## src/rtl/bcd_sub_pkg.sv

```systemverilog
// bcd_sub_pkg: shared FSM states, BCD constants and digit-validity helper
package bcd_sub_pkg;
    typedef enum logic [1:0] {IDLE, CALC, DONE} state_t;
    localparam int BCD_RADIX = 10;
    localparam int BCD_MAX = 9;
    function automatic logic has_bad_digit(input logic [31:0] v, input int n);
        has_bad_digit = 1'b0;
        for (int i = 0; i < 8; i++)
            if (i < n && v[4*i +: 4] > 4'(BCD_MAX)) has_bad_digit = 1'b1;
    endfunction
endpackage

```

## src/rtl/bcd_digit_sub.sv

```systemverilog
// bcd_digit_sub: one BCD digit subtract with borrow, ten's-complement on underflow
module bcd_digit_sub
    import bcd_sub_pkg::*;
(
    input  logic [3:0] a_d,
    input  logic [3:0] b_d,
    input  logic       bin,
    output logic [3:0] d,
    output logic       bout
);
    logic [4:0] t;
    assign t = {1'b0, a_d} - {1'b0, b_d} - {4'b0, bin};
    assign bout = t[4];
    assign d = bout ? t[3:0] + 4'(BCD_RADIX) : t[3:0];
endmodule

```

## src/rtl/bcd_sub_seq.sv

```systemverilog
// bcd_sub_seq: digit-serial BCD subtractor, LSD first; BCD_SUB_INVALID_CHECK_EN enables invalid-digit err
module bcd_sub_seq
    import bcd_sub_pkg::*;
#(
    parameter int DIGITS = 2
) (
    input  logic                  clk,
    input  logic                  rst,
    input  logic                  start,
    input  logic [4*DIGITS-1:0]   a,
    input  logic [4*DIGITS-1:0]   b,
    input  logic                  bin,
    output logic                  ready,
    output logic                  valid,
    output logic [4*DIGITS-1:0]   diff,
    output logic                  bout,
    output logic                  err
);
    localparam int W = 4 * DIGITS;
    localparam int IW = $clog2(DIGITS + 1);
    state_t state, state_n;
    logic [W-1:0] a_r, b_r, diff_r;
    logic [IW-1:0] idx;
    logic borrow, d_bout, accept, last;
    logic [3:0] d;
    assign accept = (state == IDLE) & start;
    assign last = idx == IW'(DIGITS - 1);
    assign ready = state == IDLE;
    assign valid = state == DONE;
    bcd_digit_sub u_digit (
        .a_d (a_r[3:0]),
        .b_d (b_r[3:0]),
        .bin (borrow),
        .d   (d),
        .bout(d_bout)
    );
    always_comb begin
        state_n = accept ? CALC : (state == CALC && last) ? DONE : (state == DONE) ? IDLE : state;
    end
    always_ff @(posedge clk) begin
        state <= rst ? IDLE : state_n;
    end
    // Operands shift right so the active digit is always in bits [3:0]; results enter from the top.
    always_ff @(posedge clk) begin
        if (rst) begin
            a_r    <= '0;
            b_r    <= '0;
            diff_r <= '0;
            borrow <= 1'b0;
            idx    <= '0;
        end else if (accept) begin
            a_r    <= a;
            b_r    <= b;
            borrow <= bin;
            idx    <= '0;
        end else if (state == CALC) begin
            a_r    <= a_r >> 4;
            b_r    <= b_r >> 4;
            diff_r <= (diff_r >> 4) | (W'(d) << (W - 4));
            borrow <= d_bout;
            idx    <= idx + IW'(1);
        end
    end
`ifdef BCD_SUB_INVALID_CHECK_EN
    logic err_r;
    always_ff @(posedge clk) begin
        if (rst) err_r <= 1'b0;
        else if (accept) err_r <= has_bad_digit(32'(a), DIGITS) | has_bad_digit(32'(b), DIGITS);
    end
    assign err = err_r;
`else
    assign err = 1'b0;
`endif
    assign diff = err ? '0 : diff_r;
    assign bout = ~err & borrow;
endmodule

```

## config.mk

```make
export PLATFORM = sky130hd
export DESIGN_NAME = bcd_sub_seq
export DESIGN_NICKNAME = d
export VERILOG_FILES = /design/src/rtl/bcd_sub_pkg.sv /design/src/rtl/bcd_digit_sub.sv /design/src/rtl/bcd_sub_seq.sv
export SDC_FILE = /design/constraint.sdc
export NUM_CORES = 1
export LEC_CHECK = 0
export BUFFER_PORTS_ARGS = -buffer_cell sky130_fd_sc_hd__buf_2
export CAP_MARGIN = 30
export CORE_UTILIZATION = 46
export CTS_CLUSTER_DIAMETER = 80
export CTS_CLUSTER_SIZE = 20
export DETAILED_ROUTE_END_ITERATION = 6
export PLACE_DENSITY_LB_ADDON = 0.25
export SLEW_MARGIN = 20
export SYNTH_ARGS = -nofsm -noshare
export SYNTH_HDL_FRONTEND = slang
export SYNTH_HIERARCHICAL = 1
export SYNTH_SLANG_ARGS = --single-unit
```

## constraint.sdc

```tcl
create_clock -name clk -period 4.8 [get_ports clk]
set_input_delay 0 -clock clk [delete_from_list [all_inputs] [get_ports clk]]
set_output_delay 0 -clock clk [all_outputs]
set_load 0.1 [all_outputs]
```

==> results of run 1 <==
worst min path at each step:
stage               slack (ps)  depth (start not counted)  startpoint  endpoint
floorplan                  160                          2        a[4]    a_r[4]
global placement           250                          3        b[7]    b_r[7]
detailed placement         270                          3        a[7]    a_r[7]
CTS                        120                          2         rst    idx[0]
global route               160                          2         rst    a_r[6]
finish                     130                          2         rst    idx[0]
registers in the layout, summed over array words and instances, names as in the netlist:
register / cells
bout: 1
diff: 8
b_r: 8
a_r: 8
idx: 2
state: 2
routing by layer:
metal  track usage (%)  vias up  wire length, µm
li1                  -      641                -
met1              24.6      601             1410
met2              34.3       27             1520
met3              6.15        8              119
met4              8.84        0               65
met5                 0        -                0
Yosys cell counts:
| master | number |
|---|---|
| nand3b_1 | 6 |
| dfxtp_1 | 29 |
| inv_1 | 19 |
| nor3b_2 | 1 |
| a31oi_1 | 1 |
| conb_1 | 1 |
| o221a_2 | 9 |
| buf_4 | 2 |
| fa_1 | 2 |
| buf_12 | 1 |
| nand2b_1 | 1 |
| nor2_1 | 8 |
| ha_1 | 8 |
| nand2_2 | 1 |
| a211o_1 | 1 |
| nand2_1 | 16 |
| nor2b_1 | 1 |
| o21bai_2 | 1 |
| mux2_4 | 1 |
| mux2i_1 | 1 |
| or2b_1 | 1 |
| a211oi_2 | 1 |
| a21oi_1 | 23 |
| nor3b_1 | 1 |
| buf_6 | 2 |
| o21ai_0 | 6 |
| and2_4 | 1 |
| xor2_1 | 2 |
| clkbuf_1 | 2 |
| buf_2 | 2 |
| nor2b_2 | 1 |
| a2bb2oi_1 | 1 |
| and2_1 | 1 |
| xnor2_1 | 3 |
| and2b_1 | 1 |
| nor2_2 | 2 |
| a22oi_1 | 3 |
area by class of cell:
cell class	count	area, µm²	area share, %
sequential	29	581	31.6
multi-input combinational	106	754	41.1
inverter	19	71.3	3.88
timing repair buffer	47	320	17.4
clock buffer	7	55.1	3.00
tap	44	55.1	3.00
cells in the final DEF, fill, tap and decap left out, drive strengths merged, types with 6 or more instances in the layout:
cell and count:
a21oi 23, buf 30, clkbuf 7, dfxtp 29, dlygate4sd3 17, ha 8, inv 19, nand2 17
nand3b 6, nor2 10, o21ai 6, o221a 9
through the flow:
step           setup slack (ps)  cells  instance area, µm²
2_1_floorplan              1680    163                1480
3_3_place_gp               2370    228                1610
3_5_place_dp               2320    228                1610
4_1_cts                    2300    252                1840
5_1_grt                    2190    252                1840
6_report                   2280    252                1840
report_power, final:
group / total [mW] / internal [mW] / switching, mW
sequential: 0.281 / 0.263 / 0.0176
clock: 0.149 / 0.0690 / 0.0801
combinational: 0.273 / 0.101 / 0.172
total: 0.703 / 0.433 / 0.270
cells by family after synthesis:
kind of cell,count (synthesis)
adder cells (fa/ha/maj),10
flip-flops,29
XOR/XNOR,5
other,1
buffers and inverters,28
AO/OA/AOI/OAI,46
multiplexers,2
AND/OR/NAND/NOR,42
==> run summary, run 1 <==
status -> finished clean
Max Cap Viol -> 0
crit start category -> register
clock latency on the worst-skew pair -> 330 ps
GRT Overall Usage -> 20.6%
post-DR vias/cell -> 5.07
crit-path max FO -> 3
clk sink count -> 29
drt drc -> 0
final hold violations -> 0
headroom to the max-slew limit -> 47.6%
Critical Path Source -> bout
htree depth -> 2
Routed WL -> 3120 µm
DPL Wire Length -> 2060 µm
Clock Root Buffer -> clkbuf_4
largest family of logic cells by synthesized area -> compound AO/OA/AOI/OAI gates
Slowest-stage cell, CP -> fa_1
pwr/cell area -> 383 nW/µm²
Levels on crit path -> 9
Post-CTS Setup Repair Bufs -> 0
clk slew on worst S/H paths -> 100 ps
fmax -> 397 MHz
Worst R2R Path Depth -> 9
Die ar. -> 3450 µm²
CTS tree -> done
TritonCTS Buffers -> 5
P&R area growth vs syn -> 24.0%
DRT antenna net count -> 0
R2R Setup Slk -> 2280 ps
Ys Warns -> 6
die span in y -> 58.8 µm
Fill cells -> 294
Core Area -> 3050 µm²
Worst Skew -> 13.3 ps
cts repair resizes -> 0
Mapped Avg Cell Area -> 9.09 µm²
post-synthesis cell area -> 1480 µm²
# hold bufs at CTS -> 17
CP endpoint kind -> register
nets@finish -> 238
Pre-Repair DR Iteration Count -> 4
Pwr Total -> 0.703 mW
pin count of the biggest net entering global routing -> 30
unique cell type count in the Yosys netlist -> 37
multiplexer area fraction after synthesis -> 1.69%
initial core utilization -> 48.5%
FF+latch count, synth -> 29
CP delay by family, top -> adder cells
sequential area share after synthesis -> 39.2%
ratio of cells with drive above 1 in the final layout -> 26.0%
initial antenna violation count -> 0
site row count -> 20
port bufs -> 30
Compound-Gate Fraction of Synth Area -> 21.4%
setup violators final -> 0
first-pass GRT wire length -> 5310 µm
crit-path cells -> inv_1 > fa_1 > fa_1 > nand2b_1 > a211o_1 > and2_4 > mux2_4 > nand2_1 > a21oi_1
fin crit period -> 2520 ps
Initial DRC Count -> 21
Synth Area in Adders -> 9.46%
Final Cycle Share -> 52.5%
Critical Path Most Common Cell -> fa_1
Cells after Synth -> 163
worst slew pin tran -> 782 ps
Routability Congestion -> 0.774
crit path to -> diff[6]
WP data required -> 4990 ps
grt ovf -> 0
Hold Path Class -> in -> reg
FF-to-FF End -> diff[6]
Synth Area in Simple Gates -> 15.2%
WL/cell -> 12.4 µm
Clock Tree Buf Depth -> 2
RSZ-0062 raised after global routing -> no
Setup TNS -> 0 ps
CP Class -> reg -> reg
Buf/Inv on CP -> 1
num ports -> 32
Layout Utilization -> 60.2%
synthesized netlist net count -> 193
Final Max Slew Viols -> 0
Die Width -> 58.8 µm
# diodes -> 0
via count -> 1277
Synth area leaders -> dfxtp_1 39%, a21oi_1 7.8%, o221a_2 6.8%
Pleak -> 0.788 nW
area leader, netlist -> dfxtp_1
crit path DAT -> 2710 ps
final hold slack -> 130 ps
xor and xnor fraction of the mapped netlist area -> 2.96%
Peak VDD IR -> 162 µV
FF-to-FF Start -> bout
vias in the first global route -> 1215
Critical Path Max Stage Delay -> 470 ps
area share of the largest cell type after synthesis -> 39.2%
Note: power is estimated with default switching activity, not from simulation.
==> run 2, diff against run 1 <==
--- a/config.mk
+++ b/config.mk
@@ -5,6 +5,7 @@
 export SDC_FILE = /design/constraint.sdc
 export NUM_CORES = 1
 export LEC_CHECK = 0
+export ABC_AREA = 1
 export BUFFER_PORTS_ARGS = -buffer_cell sky130_fd_sc_hd__buf_2
 export CAP_MARGIN = 30
 export CORE_UTILIZATION = 46
==> constraint.sdc (replaced) <==
create_clock -name clk -period 2.3 [get_ports clk]
set_input_delay 0 -clock clk [delete_from_list [all_inputs] [get_ports clk]]
set_output_delay 0 -clock clk [all_outputs]
set_load 0.1 [all_outputs]
==> run summary, run 2 <==
status -> complete, but fails checks (was finished clean)
violated checks -> negative hold slack
asr flop ratio synth -> 0% (unchanged)
Logic pwr share -> 40.1% (was 38.8%)
initial antenna violation count -> 0 (unchanged)
# diodes -> 0 (unchanged)
Pleak -> 0.996 nW (was 0.788 nW)
Setup TNS -> 0 ps (unchanged)
Routed WL -> 2920 µm (was 3120 µm)
area share of the largest cell type after synthesis -> 36.3% (was 39.2%)
fmax -> 478 MHz (was 397 MHz)
final hold violations -> 1 (was 0)
htree depth -> 2 (unchanged)
crit-path max FO -> 3 (unchanged)
num ports -> 32 (unchanged)
DRT antenna net count -> 0 (unchanged)
drt drc -> 0 (unchanged)
crit path DAT -> 2330 ps (was 2710 ps)
WL/cell -> 9.39 µm (was 12.4 µm)
ratio of cells with drive above 1 in the final layout -> 20.0% (was 26.0%)
die span in y -> 61.0 µm (was 58.8 µm)
clk slew on worst S/H paths -> 90 ps (was 100 ps)
FF+latch count, synth -> 29 (unchanged)
post-DR vias/cell -> 4.55 (was 5.07)
final hold slack -> -2.35 ps (was 130 ps)
Pre-Repair DR Iteration Count -> 4 (unchanged)
fin crit period -> 2090 ps (was 2520 ps)
post-synthesis cell area -> 1600 µm² (was 1480 µm²)
Die Width -> 61.0 µm (was 58.8 µm)
Clk pwr share -> 22.7% (was 21.2%)
GRT Overall Usage -> 17.5% (was 20.6%)
CP endpoint kind -> register (unchanged)
CTS tree -> done (unchanged)
Synth Flop Type -> dfxtp_1 (unchanged)
cts repair resizes -> 0 (unchanged)
site row count -> 21 (was 20)
first-pass GRT wire length -> 4670 µm (was 5310 µm)
Peak VDD IR -> 399 µV (was 162 µV)
Seq pwr share -> 37.2% (was 40.0%)
area leader, netlist -> dfxtp_1 (unchanged)
Final Max Slew Viols -> 0 (unchanged)
pin count of the biggest net entering global routing -> 20 (was 30)
internal cell power -> 0.910 mW (was 0.433 mW)
initial core utilization -> 48.0% (was 48.5%)
Final Cycle Share -> 91.0% (was 52.5%)
commonest non-fill, non-tap cells in the layout -> 62 x nand2_1, 37 x nor2_1, 30 x buf_2 (was 30 x buf_2, 29 x dfxtp_1, 23 x a21oi_1)
setup violators final -> 0 (unchanged)
via count -> 1414 (was 1277)
WP data required -> 2540 ps (was 4990 ps)
Worst Skew -> 6.84 ps (was 13.3 ps)
port bufs -> 30 (unchanged)
clk sink count -> 29 (unchanged)
sequential area share after synthesis -> 36.3% (was 39.2%)
Mapped Avg Cell Area -> 7.02 µm² (was 9.09 µm²)
Clock Root Buffer -> clkbuf_4 (unchanged)
synthesized netlist net count -> 258 (was 193)
Commonest cells post-synth -> 62 x nand2_1, 37 x nor2_1, 29 x dfxtp_1, 29 x inv_1, 15 x nand3_1 (was 29 x dfxtp_1, 23 x a21oi_1, 19 x inv_1, 16 x nand2_1, 9 x o221a_2)
unique cell type count in the Yosys netlist -> 26 (was 37)
TritonCTS Buffers -> 5 (unchanged)
P&R area growth vs syn -> 18.8% (was 24.0%)
Ys Warns -> 6 (unchanged)
Sw Ratio -> 42.3% (was 38.4%)
vias in the first global route -> 1156 (was 1215)
Synth area leaders -> dfxtp_1 36%, nand2_1 15%, nor2_1 8.7% (was dfxtp_1 39%, a21oi_1 7.8%, o221a_2 6.8%)
register area -> 584 µm² (was 581 µm²)
nets@finish -> 294 (was 238)
CP Class -> reg -> reg (unchanged)
Max Cap Viol -> 0 (unchanged)
Initial DRC Count -> 64 (was 21)
RSZ-0062 raised after global routing -> no (unchanged)
Psw -> 0.667 mW (was 0.270 mW)
EDFF count, synth -> 0 (unchanged)
pwr/cell area -> 830 nW/µm² (was 383 nW/µm²)
Cells after Synth -> 228 (was 163)
Die ar. -> 3720 µm² (was 3450 µm²)
Clock Tree Buf Depth -> 2 (unchanged)
Post-CTS Setup Repair Bufs -> 0 (unchanged)
Routability Congestion -> 0.754 (was 0.774)
grt ovf -> 0 (unchanged)
Fill cells -> 332 (was 294)
Hold Path Class -> in -> reg (unchanged)
clock latency on the worst-skew pair -> 330 ps (about the same)
DPL Wire Length -> 2080 µm (was 2060 µm)
commonest non-fill, non-tap cell in the layout -> nand2_1 (was buf_2)
crit start category -> register (unchanged)
Core Area -> 3340 µm² (was 3050 µm²)
top-count cell post-synth -> nand2_1 (was dfxtp_1)
area occupied by multi-input gates -> 847 µm² (was 754 µm²)
run 2: metrics by stage:
stage	std cells	instance area (µm²)	power (mW)	setup slack [ps]	utilization (%)
after global placement	295	1750	1.22	250	52.5
after floorplan	228	1610	1.14	36.7	-
final	311	1900	1.58	206	57.0
after detailed placement	295	1750	1.23	193	52.5
after CTS	311	1900	1.59	187	57.0
after global routing	311	1900	1.68	48.1	57.0
run 2: logic make-up (layout without fill, tap and decap cells):
family	Yosys count	count (layout)	share of synthesized area [%]
other cells	1	1	0.234
xor+xnor	2	2	1.09
fa+ha+maj	10	10	8.76
buf+inv	39	76	10.9
simple gates	126	126	35.4
flops	29	29	36.3
compound gates	21	21	7.27
run 2: repair_timing:
| item | CTS | global route |
|---|---|---|
| setup endpoints to repair | 0 | 0 |
| endpoints found under the hold margin | 8 | 0 |
| hold buffers | 8 | 0 |
run 2: worst max-delay path: stages, from the launching register on:
cell     delay (ps)
dfxtp_4         360
inv_1            50
fa_2            400
fa_1            390
nand2_1          80
nand2_1          70
ha_1            200
inv_1            80
nand3_1          80
nand2_1          60
nand2_1          40
o21ai_0         140
nor2_1           50
run 2: area by class of cell:
type	instances	area share (%)
clock buffers	7	3.42
clock inverters	1	0.263
inverters	30	5.92
multi-input cells	160	44.5
flip-flops and latches	29	30.7
well taps	46	3.03
repair buffers	38	12.1
run 2: metal layers:
layer | part of all wire [%] | GRT usage (%) | up-vias
met1 | 48 | 21.1 | 612
met4 | 1.4 | 8.12 | 0
met2 | 46 | 28.3 | 31
met5 | 0 | 0 | -
li1 | - | - | 767
met3 | 5.2 | 5.97 | 4
run 2: power by group through the flow:
stage               combinational, mW  sequential [mW]  clock, mW
detailed placement              0.628            0.599          0
finish                          0.632            0.587      0.358
floorplan                       0.375            0.760          0
global route                    0.701            0.595      0.383
global placement                0.621            0.598          0
CTS                             0.639            0.587      0.364
run 2: worst paths after layout:
| check | startpoint | end | slack, ps | depth (start not counted) |
|---|---|---|---|---|
| max | bout | diff[7] | 210 | 12 |
| min | b[3] | b_r[3] | -2 | 5 |
| max reg2reg | bout | diff[7] | 210 | 12 |
| min reg2reg | b_r[6] | b_r[6] | 470 | 2 |
==> run 3, diff against run 2 <==
--- a/config.mk
+++ b/config.mk
@@ -8,6 +8,7 @@
 export ABC_AREA = 1
 export BUFFER_PORTS_ARGS = -buffer_cell sky130_fd_sc_hd__buf_2
 export CAP_MARGIN = 30
+export CORE_MARGIN = 10
 export CORE_UTILIZATION = 46
 export CTS_CLUSTER_DIAMETER = 80
 export CTS_CLUSTER_SIZE = 20
==> run summary, run 3 (synthesized netlist as in run 2, its figures left out) <==
Setup TNS -> 0 ps (unchanged)
GRT Overall Usage -> 11.2% (was 17.5%)
crit-path max FO -> 3 (unchanged)
Core Area -> 3340 µm² (unchanged)
Hold Path Class -> in -> reg (unchanged)
final hold violations -> 0 (was 1)
clock latency on the worst-skew pair -> 320 ps (was 330 ps)
crit start category -> register (unchanged)
drt drc -> 0 (unchanged)
fmax -> 482 MHz (was 478 MHz)
Worst Skew -> 4.97 ps (was 6.84 ps)
P&R area growth vs syn -> 17.9% (was 18.8%)
htree depth -> 2 (unchanged)
top sig layer -> met4 (unchanged)
Hold Path Depth -> 5 (unchanged)
pwr/cell area -> 810 nW/µm² (was 830 nW/µm²)
pre-CTS setup slack -> 201 ps (was 193 ps)
# diodes -> 0 (unchanged)
port bufs -> 30 (unchanged)
CP Class -> reg -> reg (unchanged)
Die Width -> 79.0 µm (was 61.0 µm)
Min-Delay Startpoint -> a[3] (was b[3])
Clock Tree Buf Depth -> 2 (unchanged)
Clock Root Buffer -> clkbuf_4 (unchanged)
FF-to-FF Start -> bout (unchanged)
status -> finished clean (was complete, but fails checks)
met2 wire len -> 1420 µm (was 1330 µm)
Pre-Repair DR Iteration Count -> 4 (unchanged)
vias in the first global route -> 1361 (was 1156)
routed length on met1 -> 1480 µm (was 1390 µm)
Worst Hold End -> a_r[3] (was b_r[3])
first-pass GRT wire length -> 5730 µm (was 4670 µm)
CP endpoint kind -> register (unchanged)
Die ar. -> 6240 µm² (was 3720 µm²)
die span in y -> 79.0 µm (was 61.0 µm)
FF-to-FF End -> diff[7] (unchanged)
post-DR vias/cell -> 4.52 (was 4.55)
Max Cap Viol -> 0 (unchanged)
fin area -> 1890 µm² (was 1900 µm²)
pin count of the biggest net entering global routing -> 20 (unchanged)
WP data required -> 2520 ps (was 2540 ps)
Inst Count DP -> 295 (unchanged)
Worst R2R Path Depth -> 12 (unchanged)
initial core utilization -> 48.0% (unchanged)
commonest non-fill, non-tap cells in the layout -> 62 x nand2_1, 37 x nor2_1, 30 x buf_2 (unchanged)
DPL Wire Length -> 2390 µm (was 2080 µm)
site row count -> 21 (unchanged)
Final Cycle Share -> 90.3% (was 91.0%)
Routability Congestion -> 0.733 (was 0.754)
nets@finish -> 294 (unchanged)
RSZ-0062 raised after global routing -> no (unchanged)
clk sink count -> 29 (unchanged)
TritonCTS Buffers -> 5 (unchanged)
DRT antenna net count -> 0 (unchanged)
commonest non-fill, non-tap cell in the layout -> nand2_1 (unchanged)
clk slew on worst S/H paths -> 90 ps (about the same)
Final Max Slew Viols -> 0 (unchanged)
setup violators final -> 0 (unchanged)
met3 WL -> 234 µm (was 152 µm)
ratio of cells with drive above 1 in the final layout -> 19.3% (was 20.0%)
grt ovf -> 0 (unchanged)
CTS tree -> done (unchanged)
Initial DRC Count -> 60 (was 64)
crit path DAT -> 2290 ps (was 2330 ps)
initial antenna violation count -> 0 (unchanged)
Routed WL -> 3190 µm (was 2920 µm)
R2R Setup Slk -> 220 ps (was 210 ps)
num ports -> 32 (unchanged)
Post-CTS Setup Repair Bufs -> 0 (unchanged)
Final WS setup -> 224 ps (was 206 ps)
WL/cell -> 10.3 µm (was 9.39 µm)
final std cells w/o fill -> 310 (was 311)
placed cell areas -> 1750 µm² (unchanged)
via count -> 1400 (was 1414)
Pleak -> 0.986 nW (was 0.996 nW)
fin crit period -> 2080 ps (was 2090 ps)
Peak VDD IR -> 521 µV (was 399 µV)
run 3: cell type report:
cell class | instances | area [µm²]
fill | 368 | 1450
multi-input combinational | 160 | 847
sequential | 29 | 584
timing repair buffer | 38 | 230
inverter | 30 | 113
tap | 46 | 57.6
clock buffer | 7 | 55.1
run 3: what timing repair did:
item | in CTS | in global routing
hold buffers | 8 | 0
setup endpoints to repair | 0 | 1
hold endpoints to repair | 8 | 0
gates resized for setup | 0 | 1
run 3: critical path: stages (launching register included):
cell     delay (ps)
dfxtp_4         350
inv_1            50
fa_2            400
fa_1            400
nand2_1          80
nand2_1          70
ha_1            190
inv_1            80
nand3_1          70
nand2_1          60
nand2_1          50
o21ai_1         120
nor2_1           50
run 3: power breakdown:
part	switching, mW	leakage [nW]	total (mW)	internal [mW]
clock	0.163	0.0314	0.307	0.144
sequential	0.0356	0.239	0.588	0.552
combinational	0.452	0.716	0.633	0.182
run 3: how the worst max path moves through the flow:
stage | end | startpoint | slack (ps)
after floorplan | diff[7] | bout | 40
after global placement | diff[7] | bout | 250
after detailed placement | diff[7] | bout | 200
after CTS | diff[7] | bout | 180
after global routing | diff[7] | bout | 50
final | diff[7] | bout | 220
run 3: metal layers:
| layer | vias to the layer above | global-route usage, % |
|---|---|---|
| met2 | 30 | 18.4 |
| met4 | 0 | 5.38 |
| met1 | 598 | 12.0 |
| met3 | 6 | 5.18 |
| met5 | - | 0 |
| li1 | 766 | - |
run 3: through the flow:
| stage | total power, mW | hold WS [ps] | util, % |
|---|---|---|---|
| final | 1.53 | 14.9 | 56.5 |
| after global routing | 1.65 | 18.6 | 56.5 |
| after CTS | 1.54 | 6.15 | 56.5 |
| after detailed placement | 1.23 | 259 | 52.5 |
| after global placement | 1.22 | 250 | 52.5 |
| after floorplan | 1.14 | 143 | - |
